===== config.mk =====
export PLATFORM = sky130hd
export DESIGN_NAME = pixel_colouriser_flat
export DESIGN_NICKNAME = d
export VERILOG_FILES = /design/src/rtl/italos_video_pkg.sv /design/src/rtl/pixel_colouriser_if.sv /design/src/rtl/fade_scaler.sv /design/src/rtl/pixel_colouriser.sv /design/src/flat_wrapper.sv
export SDC_FILE = /design/constraint.sdc
export NUM_CORES = 1
export LEC_CHECK = 0
export CORE_AREA = 2 2 65 61
export CTS_CLUSTER_SIZE = 24
export DETAILED_ROUTE_END_ITERATION = 10
export DIE_AREA = 0 0 67 63
export PLACE_DENSITY = 0.8
export SYNTH_ARGS = -nofsm -noshare
export SYNTH_HDL_FRONTEND = slang
export SYNTH_SLANG_ARGS = --single-unit

===== constraint.sdc =====
create_clock -name clk -period 2.85 [get_ports clk]
set_input_delay 0.7125 -clock clk [delete_from_list [all_inputs] [get_ports clk]]
set_output_delay 0.7125 -clock clk [all_outputs]
set_load 0.02 [all_outputs]

===== src/rtl/italos_video_pkg.sv =====
// Shared video definitions: fade level width/full scale, fade FSM encoding,
// and the pixel word width macro (3 channels of CW bits, packed {R,G,B}).
`ifndef ITALOS_PIXEL_W
`define ITALOS_PIXEL_W(cw) (3*(cw))
`endif

package italos_video_pkg;
  localparam int FADE_LVL_W = 5;
  localparam logic [FADE_LVL_W-1:0] FADE_FULL = 5'd16;

  typedef enum logic {
    FADE_IDLE = 1'b0,
    FADE_RUN  = 1'b1
  } fade_state_e;
endpackage


===== src/rtl/pixel_colouriser_if.sv =====
// Pixel stream bundle between the renderers, the colouriser and the DAC pins.
// Stream protocol: no valid/ready pair; every clock carries one pixel and the sink never stalls.
interface pixel_colouriser_if #(
  parameter int CW     = 3,
  parameter int LAYERS = 4
);
  logic                                   video_on;
  logic                                   hsync_in;
  logic                                   vsync_in;
  logic [LAYERS-1:0]                      layer_mask;
  logic [LAYERS*`ITALOS_PIXEL_W(CW)-1:0]  layer_rgb;
  logic [`ITALOS_PIXEL_W(CW)-1:0]         rgb_out;
  logic                                   hsync_out;
  logic                                   vsync_out;

  modport master (
    output video_on, hsync_in, vsync_in, layer_mask, layer_rgb,
    input  rgb_out, hsync_out, vsync_out
  );

  modport slave (
    input  video_on, hsync_in, vsync_in, layer_mask, layer_rgb,
    output rgb_out, hsync_out, vsync_out
  );
endinterface


===== src/rtl/fade_scaler.sv =====
// Combinational per-channel brightness scaling: out = (c * level) >> 4.
// Level 16 is unity, level 0 is black; the result always fits in CW bits.
module fade_scaler
  import italos_video_pkg::*;
#(
  parameter int CW = 3
) (
  input  logic [`ITALOS_PIXEL_W(CW)-1:0] pix,
  input  logic [FADE_LVL_W-1:0]          level,
  output logic [`ITALOS_PIXEL_W(CW)-1:0] scaled
);
  for (genvar ch = 0; ch < 3; ch++) begin : g_ch
    logic [CW+FADE_LVL_W-1:0] prod;
    logic [3:0]               unused_frac;
    logic                     unused_ovf;

    assign prod = {{FADE_LVL_W{1'b0}}, pix[ch*CW +: CW]} * {{CW{1'b0}}, level};
    // Top bit is only set for level > 16, which never occurs.
    assign {unused_ovf, scaled[ch*CW +: CW], unused_frac} = prod;
  end
endmodule


===== src/rtl/pixel_colouriser.sv =====
// Layer priority merge, blanking and optional frame-synchronous fade; 2-clock pipeline.
// Fade logic is present only when PIXEL_COLOURISER_FADE_EN is defined.
module pixel_colouriser
  import italos_video_pkg::*;
#(
  parameter int CW          = 3,
  parameter int LAYERS      = 4,
  parameter int FADE_FRAMES = 2
) (
  input  logic                           clk,
  input  logic                           rst_n,
  pixel_colouriser_if.slave              pix,
  input  logic                           frame_start,
  input  logic                           bg_wr,
  input  logic [`ITALOS_PIXEL_W(CW)-1:0] bg_rgb,
  input  logic                           fade_req,
  input  logic                           fade_dir,
  output logic                           fade_busy,
  output logic [FADE_LVL_W-1:0]          fade_level,
  output fade_state_e                    fade_state
);
  localparam int PW = `ITALOS_PIXEL_W(CW);

  logic [PW-1:0] bg_q;
  logic [PW-1:0] sel_pix;
  logic [PW-1:0] s1_pix;
  logic          s1_hs;
  logic          s1_vs;
  logic [PW-1:0] s2_d;

  // Scan from the lowest priority upward so the lowest set index wins.
  always_comb begin
    sel_pix = bg_q;
    for (int k = LAYERS - 1; k >= 0; k--) begin
      if (pix.layer_mask[k]) sel_pix = pix.layer_rgb[k*PW +: PW];
    end
  end

  always_ff @(posedge clk or negedge rst_n) begin
    if (!rst_n) begin
      bg_q          <= '0;
      s1_pix        <= '0;
      s1_hs         <= 1'b1;
      s1_vs         <= 1'b1;
      pix.rgb_out   <= '0;
      pix.hsync_out <= 1'b1;
      pix.vsync_out <= 1'b1;
    end else begin
      if (bg_wr) bg_q <= bg_rgb;
      s1_pix        <= pix.video_on ? sel_pix : '0;
      s1_hs         <= pix.hsync_in;
      s1_vs         <= pix.vsync_in;
      pix.rgb_out   <= s2_d;
      pix.hsync_out <= s1_hs;
      pix.vsync_out <= s1_vs;
    end
  end

`ifdef PIXEL_COLOURISER_FADE_EN
  localparam int CNT_W = $clog2(FADE_FRAMES + 1);

  fade_state_e             state_q, state_d;
  logic                    dir_q, dir_d;
  logic [CNT_W-1:0]        cnt_q, cnt_d;
  logic [FADE_LVL_W-1:0]   lvl_q, lvl_d;
  logic [FADE_LVL_W-1:0]   req_target;
  logic [FADE_LVL_W-1:0]   run_target;

  assign req_target = fade_dir ? FADE_FULL : '0;
  assign run_target = dir_q    ? FADE_FULL : '0;

  always_ff @(posedge clk or negedge rst_n) begin
    if (!rst_n) begin
      state_q <= FADE_IDLE;
      dir_q   <= 1'b0;
      cnt_q   <= '0;
      lvl_q   <= FADE_FULL;
    end else begin
      state_q <= state_d;
      dir_q   <= dir_d;
      cnt_q   <= cnt_d;
      lvl_q   <= lvl_d;
    end
  end

  // A frame_start arriving with the accepted request is not counted.
  always_comb begin
    state_d = state_q;
    dir_d   = dir_q;
    cnt_d   = cnt_q;
    lvl_d   = lvl_q;
    case (state_q)
      FADE_IDLE: begin
        if (fade_req && (lvl_q != req_target)) begin
          dir_d   = fade_dir;
          cnt_d   = '0;
          state_d = FADE_RUN;
        end
      end
      FADE_RUN: begin
        if (frame_start) begin
          if (cnt_q == CNT_W'(FADE_FRAMES - 1)) begin
            cnt_d = '0;
            lvl_d = dir_q ? lvl_q + 5'd1 : lvl_q - 5'd1;
            if (lvl_d == run_target) state_d = FADE_IDLE;
          end else begin
            cnt_d = cnt_q + 1'b1;
          end
        end
      end
      default: state_d = FADE_IDLE;
    endcase
  end

  fade_scaler #(.CW(CW)) u_fade_scaler (
    .pix    (s1_pix),
    .level  (lvl_q),
    .scaled (s2_d)
  );

  assign fade_level = lvl_q;
  assign fade_busy  = (state_q == FADE_RUN);
  assign fade_state = state_q;
`else
  localparam int unused_fade_frames = FADE_FRAMES;
  logic unused_fade_in;

  assign unused_fade_in = ^{frame_start, fade_req, fade_dir};
  assign s2_d       = s1_pix;
  assign fade_level = FADE_FULL;
  assign fade_busy  = 1'b0;
  assign fade_state = FADE_IDLE;
`endif
endmodule


===== src/flat_wrapper.sv =====
// flat-port wrapper written by rule: the top's interface ports become plain ports
module pixel_colouriser_flat import italos_video_pkg::*;
#(
  parameter int CW          = 3,
  parameter int LAYERS      = 4,
  parameter int FADE_FRAMES = 2
)
  (clk, rst_n, frame_start, bg_wr, bg_rgb, fade_req, fade_dir, fade_busy, fade_level, fade_state, pix_video_on, pix_hsync_in, pix_vsync_in, pix_layer_mask, pix_layer_rgb, pix_rgb_out, pix_hsync_out, pix_vsync_out);
  pixel_colouriser_if #(.CW(CW), .LAYERS(LAYERS)) pix_i ();
  input  logic clk;
  input  logic rst_n;
  input  logic frame_start;
  input  logic bg_wr;
  input  logic [`ITALOS_PIXEL_W(CW)-1:0] bg_rgb;
  input  logic fade_req;
  input  logic fade_dir;
  output logic fade_busy;
  output logic [FADE_LVL_W-1:0] fade_level;
  output fade_state_e fade_state;
  input wire logic [$bits(pix_i.video_on)-1:0] pix_video_on;
  input wire logic [$bits(pix_i.hsync_in)-1:0] pix_hsync_in;
  input wire logic [$bits(pix_i.vsync_in)-1:0] pix_vsync_in;
  input wire logic [$bits(pix_i.layer_mask)-1:0] pix_layer_mask;
  input wire logic [$bits(pix_i.layer_rgb)-1:0] pix_layer_rgb;
  output wire logic [$bits(pix_i.rgb_out)-1:0] pix_rgb_out;
  output wire logic [$bits(pix_i.hsync_out)-1:0] pix_hsync_out;
  output wire logic [$bits(pix_i.vsync_out)-1:0] pix_vsync_out;
  assign pix_i.video_on = pix_video_on;
  assign pix_i.hsync_in = pix_hsync_in;
  assign pix_i.vsync_in = pix_vsync_in;
  assign pix_i.layer_mask = pix_layer_mask;
  assign pix_i.layer_rgb = pix_layer_rgb;
  assign pix_rgb_out = pix_i.rgb_out;
  assign pix_hsync_out = pix_i.hsync_out;
  assign pix_vsync_out = pix_i.vsync_out;
  pixel_colouriser #(.CW(CW), .LAYERS(LAYERS), .FADE_FRAMES(FADE_FRAMES)) u_core (.clk(clk), .rst_n(rst_n), .pix(pix_i), .frame_start(frame_start), .bg_wr(bg_wr), .bg_rgb(bg_rgb), .fade_req(fade_req), .fade_dir(fade_dir), .fade_busy(fade_busy), .fade_level(fade_level), .fade_state(fade_state));
endmodule

# Word-level counts from Yosys, hierarchy flattened
# Index checks and enable logic that the tools add are counted.
[op_classes] mux=5
[op_table] operator="9-bit two-way mux" count=5
[totals] ff_bits=31 inputBits=58 output_inout_bits=18 wordCells=12

# Longest topological paths before layout
[depth] ltp_word=5 ltp_mapped=4 mapped_depth_nobuf=3

# Worst setup path after synthesis
# OpenSTA, ideal clock, no wires.
[synth_timing] kind="input port to flip-flop" startpoint="input pix_layer_mask[3]" endpoint="register u_core.s1_pix[0]" setup_ps=143 arrival_ps=1324 required_ps=2707 slack_ps=1383 stages=4 path_buffers=1 cell_sequence="buf_6 > mux2_4 > mux2i_1 > a21oi_1"
[synth_between] elab_chain_len=5
[synth_rtl] item="start: declaration" line_no="flat_wrapper.sv:23" source="input wire logic [$bits(pix_i.layer_mask)-1:0] pix_layer_mask;"
[synth_rtl] item="9-bit two-way mux (4 in a row)" line_no="pixel_colouriser.sv:35" source="if (pix.layer_mask[k]) sel_pix = pix.layer_rgb[k*PW +: PW];"
[synth_rtl] item="9-bit two-way mux" line_no="pixel_colouriser.sv:50" source="s1_pix <= pix.video_on ? sel_pix : '0;"
[synth_rtl] item="end signal: assignment" line_no="pixel_colouriser.sv:50"
[synth_rtl] item="end: declaration" line_no="pixel_colouriser.sv:26" source="logic [PW-1:0] s1_pix;"
# No other way between the ends.
# A chain may end at the register's enable or synchronous reset.

# Final worst setup path
[layout_timing] startpoint="register u_core.pix.hsync_out" endpoint="output pix_hsync_out"
[layout_rtl] item="start: declaration" line_no="pixel_colouriser_if.sv:23" source="output rgb_out, hsync_out, vsync_out"
[layout_rtl] item="start signal: assignment" line_no="pixel_colouriser.sv:54" source="pix.hsync_out <= s1_hs;"
[layout_rtl] item="end: declaration" line_no="flat_wrapper.sv:26" source="output wire logic [$bits(pix_i.hsync_out)-1:0] pix_hsync_out;"
# No word-level cell between the ends.

==> flow_metrics.env <==
export IMPL_die_w_um=67
export IMPL_intPower_mw=0.801
export IMPL_crit_chain="clkdlybuf4s50_1"
export IMPL_combPwrFrac_pct=20.1
export IMPL_hpwlAfterDp_um=2390
export IMPL_ys_seq_area_share_pct=58.0
export IMPL_dp_slack_ns=0.530
export IMPL_rsz0062_at_grt="no"
export IMPL_slew_headroom_pct=59.9
export IMPL_critPathTopFamily="buffers and inverters"
export IMPL_drive_gt1_share_pct=18.6
export IMPL_regArea_um2=781
export IMPL_grt_antenna_before_repair=0
export IMPL_start_kind="register"
export IMPL_die_h_um=63
export IMPL_worstSkewPairLatency_ns=0.27
export IMPL_antennaDiodeCount=0
export IMPL_grt_overflow_total=0
export IMPL_htree_levels=2
export IMPL_postSynthAreaPerCell_um2=14.3
export IMPL_total_power_mw=1.04
export IMPL_cts_tree="done"
export IMPL_n_fill_cell=300
export IMPL_cp_end_kind="output pin"
export IMPL_nets=218
export IMPL_slowest_stage="clkdlybuf4s50_1"
export IMPL_tns_ns=0
export IMPL_crit_type="register to output pin"
export IMPL_hold_path_class="register to register"
export IMPL_yosysWarnings=0
export IMPL_hold_viol_final=0
export IMPL_drt_initial_drc_count=38
export IMPL_cts_sinks=31
export IMPL_area_delta_synth_final_pct=55.1
export IMPL_viasPerCell=4.79
export IMPL_max_cap_violations=0
export IMPL_outcome="complete, no violations"
export IMPL_max_clock_freq_mhz=480
export IMPL_clkPwrFrac_pct=32.7
export IMPL_cp_num_cells=1
export IMPL_power_share_sequential_pct=47.2
export IMPL_cp_required_ns=2.14
export IMPL_ys_types=17
export IMPL_final_cell_mix="65 x clkdlybuf4s50_1, 27 x dfrtp_1"
export IMPL_path_buf_inv=1
export IMPL_cts_hold_buf=0
export IMPL_switchingPower_mw=0.235
export IMPL_r2r_cells=3
export IMPL_ios=76
export IMPL_grt_max_degree=32
export IMPL_die_area_um2=4220
export IMPL_fin_worst_skew_ns=0.00406
export IMPL_fin_crit_ns=2.09
export IMPL_syn_cell_area_um2=1350
export IMPL_core_area_um2=3570
export IMPL_final_antenna_net_count=0
export IMPL_rows=21
export IMPL_cpPeakStageDelay_ns=0.59
export IMPL_fin_ws_ns=0.765
export IMPL_cts_setup_buffers=0
export IMPL_grt_use_total_pct=15.0
export IMPL_ys_seq_elements=31
export IMPL_cts_buffers=5
export IMPL_pwr_density_cell_nw_per_um2=497
export IMPL_worst_pin_slew_ns=0.599
export IMPL_crit_arrival_ns=1.37
export IMPL_io_buffers=65
export IMPL_clockBufferDepth=2
export IMPL_drc=0
export IMPL_multi_input_area_um2=494
export IMPL_setup_viol=0
export IMPL_grt_pass1_vias=964
export IMPL_wl_per_cell_um=14.3
export IMPL_slew_violations=0
export IMPL_place_gp_congestion=0.779
export IMPL_vias=992
export IMPL_ctsResizeCount=0
export IMPL_critPathMaxFanout=1
export IMPL_layout_commonest_cell="clkdlybuf4s50_1"
export IMPL_p_leak_nw=0.904
export IMPL_clk_pin_slew_ns=0.06
export IMPL_initial_core_util_pct=37.6
export IMPL_irDropWorstVdd_mv=0.303
export IMPL_min_path_cells=0
export IMPL_root_buffer="clkbuf_8"
export IMPL_syn_inst=94
export IMPL_drtPass1Iterations=4
export IMPL_grt_pass1_wl_um=4590
export IMPL_wirelength_um=2960
export IMPL_switching_share_pct=22.7
export IMPL_period_share_pct=73.2
[flip-flops by register name, indices dropped and copies added (netlist names)]
name	flops
u_core.pix.hsync_out	1
u_core.s1_hs	1
u_core.bg_q	9
u_core.s1_pix	9
u_core.pix.vsync_out	1
u_core.pix.rgb_out	9
u_core.s1_vs	1
[metrics by stage]
stage | cells | hold WS [ns] | cell area (µm²) | utilization [%]
floorplan | 99 | 0.331 | 1360 | -
global placement | 199 | 0.333 | 1990 | 55.8
detailed placement | 199 | 0.335 | 1990 | 55.8
CTS | 207 | 0.349 | 2090 | 58.4
global route | 207 | 0.350 | 2090 | 58.4
finish | 207 | 0.345 | 2090 | 58.4
[cell families (layout without fill, tap and decap cells)]
group | after synthesis | count (layout) | share of synthesized area (%)
simple gates | 3 | 3 | 1.40
mux | 27 | 27 | 24.3
other cells | 2 | 7 | 0.558
flops | 31 | 31 | 58.0
buf+inv | 13 | 75 | 6.60
compound gates | 18 | 18 | 9.12
[synthesized netlist by cell type]
| master | count | area share [%] |
|---|---|---|
| dfrtp_1 | 27 | 50 |
| a21oi_1 | 9 | 3.3 |
| mux2_2 | 9 | 7.5 |
| mux2_4 | 9 | 10 |
| mux2i_1 | 9 | 6.7 |
| buf_4 | 8 | 4.5 |
| o221ai_1 | 8 | 5.2 |
| dfstp_2 | 4 | 7.8 |
| buf_2 | 2 | 0.74 |
| conb_1 | 2 | 0.56 |
| buf_1 | 1 | 0.28 |
| buf_6 | 1 | 0.84 |
| clkinv_1 | 1 | 0.28 |
| nand2b_1 | 1 | 0.47 |
| nor2_1 | 1 | 0.28 |
| o211ai_1 | 1 | 0.56 |
| or3b_1 | 1 | 0.65 |
[power by group through the flow]
stage                     Combinational (mW)  Sequential, mW  Clock (mW)
final                                  0.208           0.489       0.339
after global placement                 0.205           0.496           0
after CTS                              0.211           0.490       0.350
after floorplan                       0.0860           0.510           0
after detailed placement               0.210           0.497           0
after global routing                   0.224           0.493       0.372
[worst paths after layout]
kind | from | endpoint | slack [ns]
max in group asynchronous | rst_n | u_core.s1_hs$_DFF_PN1_ | 1.70
worst max register to register | u_core.bg_q[5]$_DFFE_PN0P_ | u_core.s1_pix[5]$_DFF_PN0_ | 1.82
worst max-delay path | u_core.pix.hsync_out$_DFF_PN1_ | pix_hsync_out | 0.76
worst min register to register | u_core.s1_pix[7]$_DFF_PN0_ | u_core.pix.rgb_out[7]$_DFF_PN0_ | 0.35
min in group asynchronous | rst_n | u_core.pix.rgb_out[8]$_DFF_PN0_ | 0.83
worst min-delay path | u_core.s1_pix[7]$_DFF_PN0_ | u_core.pix.rgb_out[7]$_DFF_PN0_ | 0.35
[routing by layer]
metal,vias to the layer above,global-route usage (%),share of wire [%]
met4,0,6.89,1.2
met5,-,0,0
met1,482,17.0,41
met3,4,4.32,8.1
li1,459,-,-
met2,47,25.6,50
[area by class of cell]
type / instances / area share, %
flip-flops and latches: 31 / 37.4
repair buffers: 66 / 31.6
multi-input cells: 55 / 23.7
clock buffers: 7 / 4.14
well taps: 46 / 2.76
clock inverters: 1 / 0.240
inverters: 1 / 0.180
(Power assumes the default switching activity.)
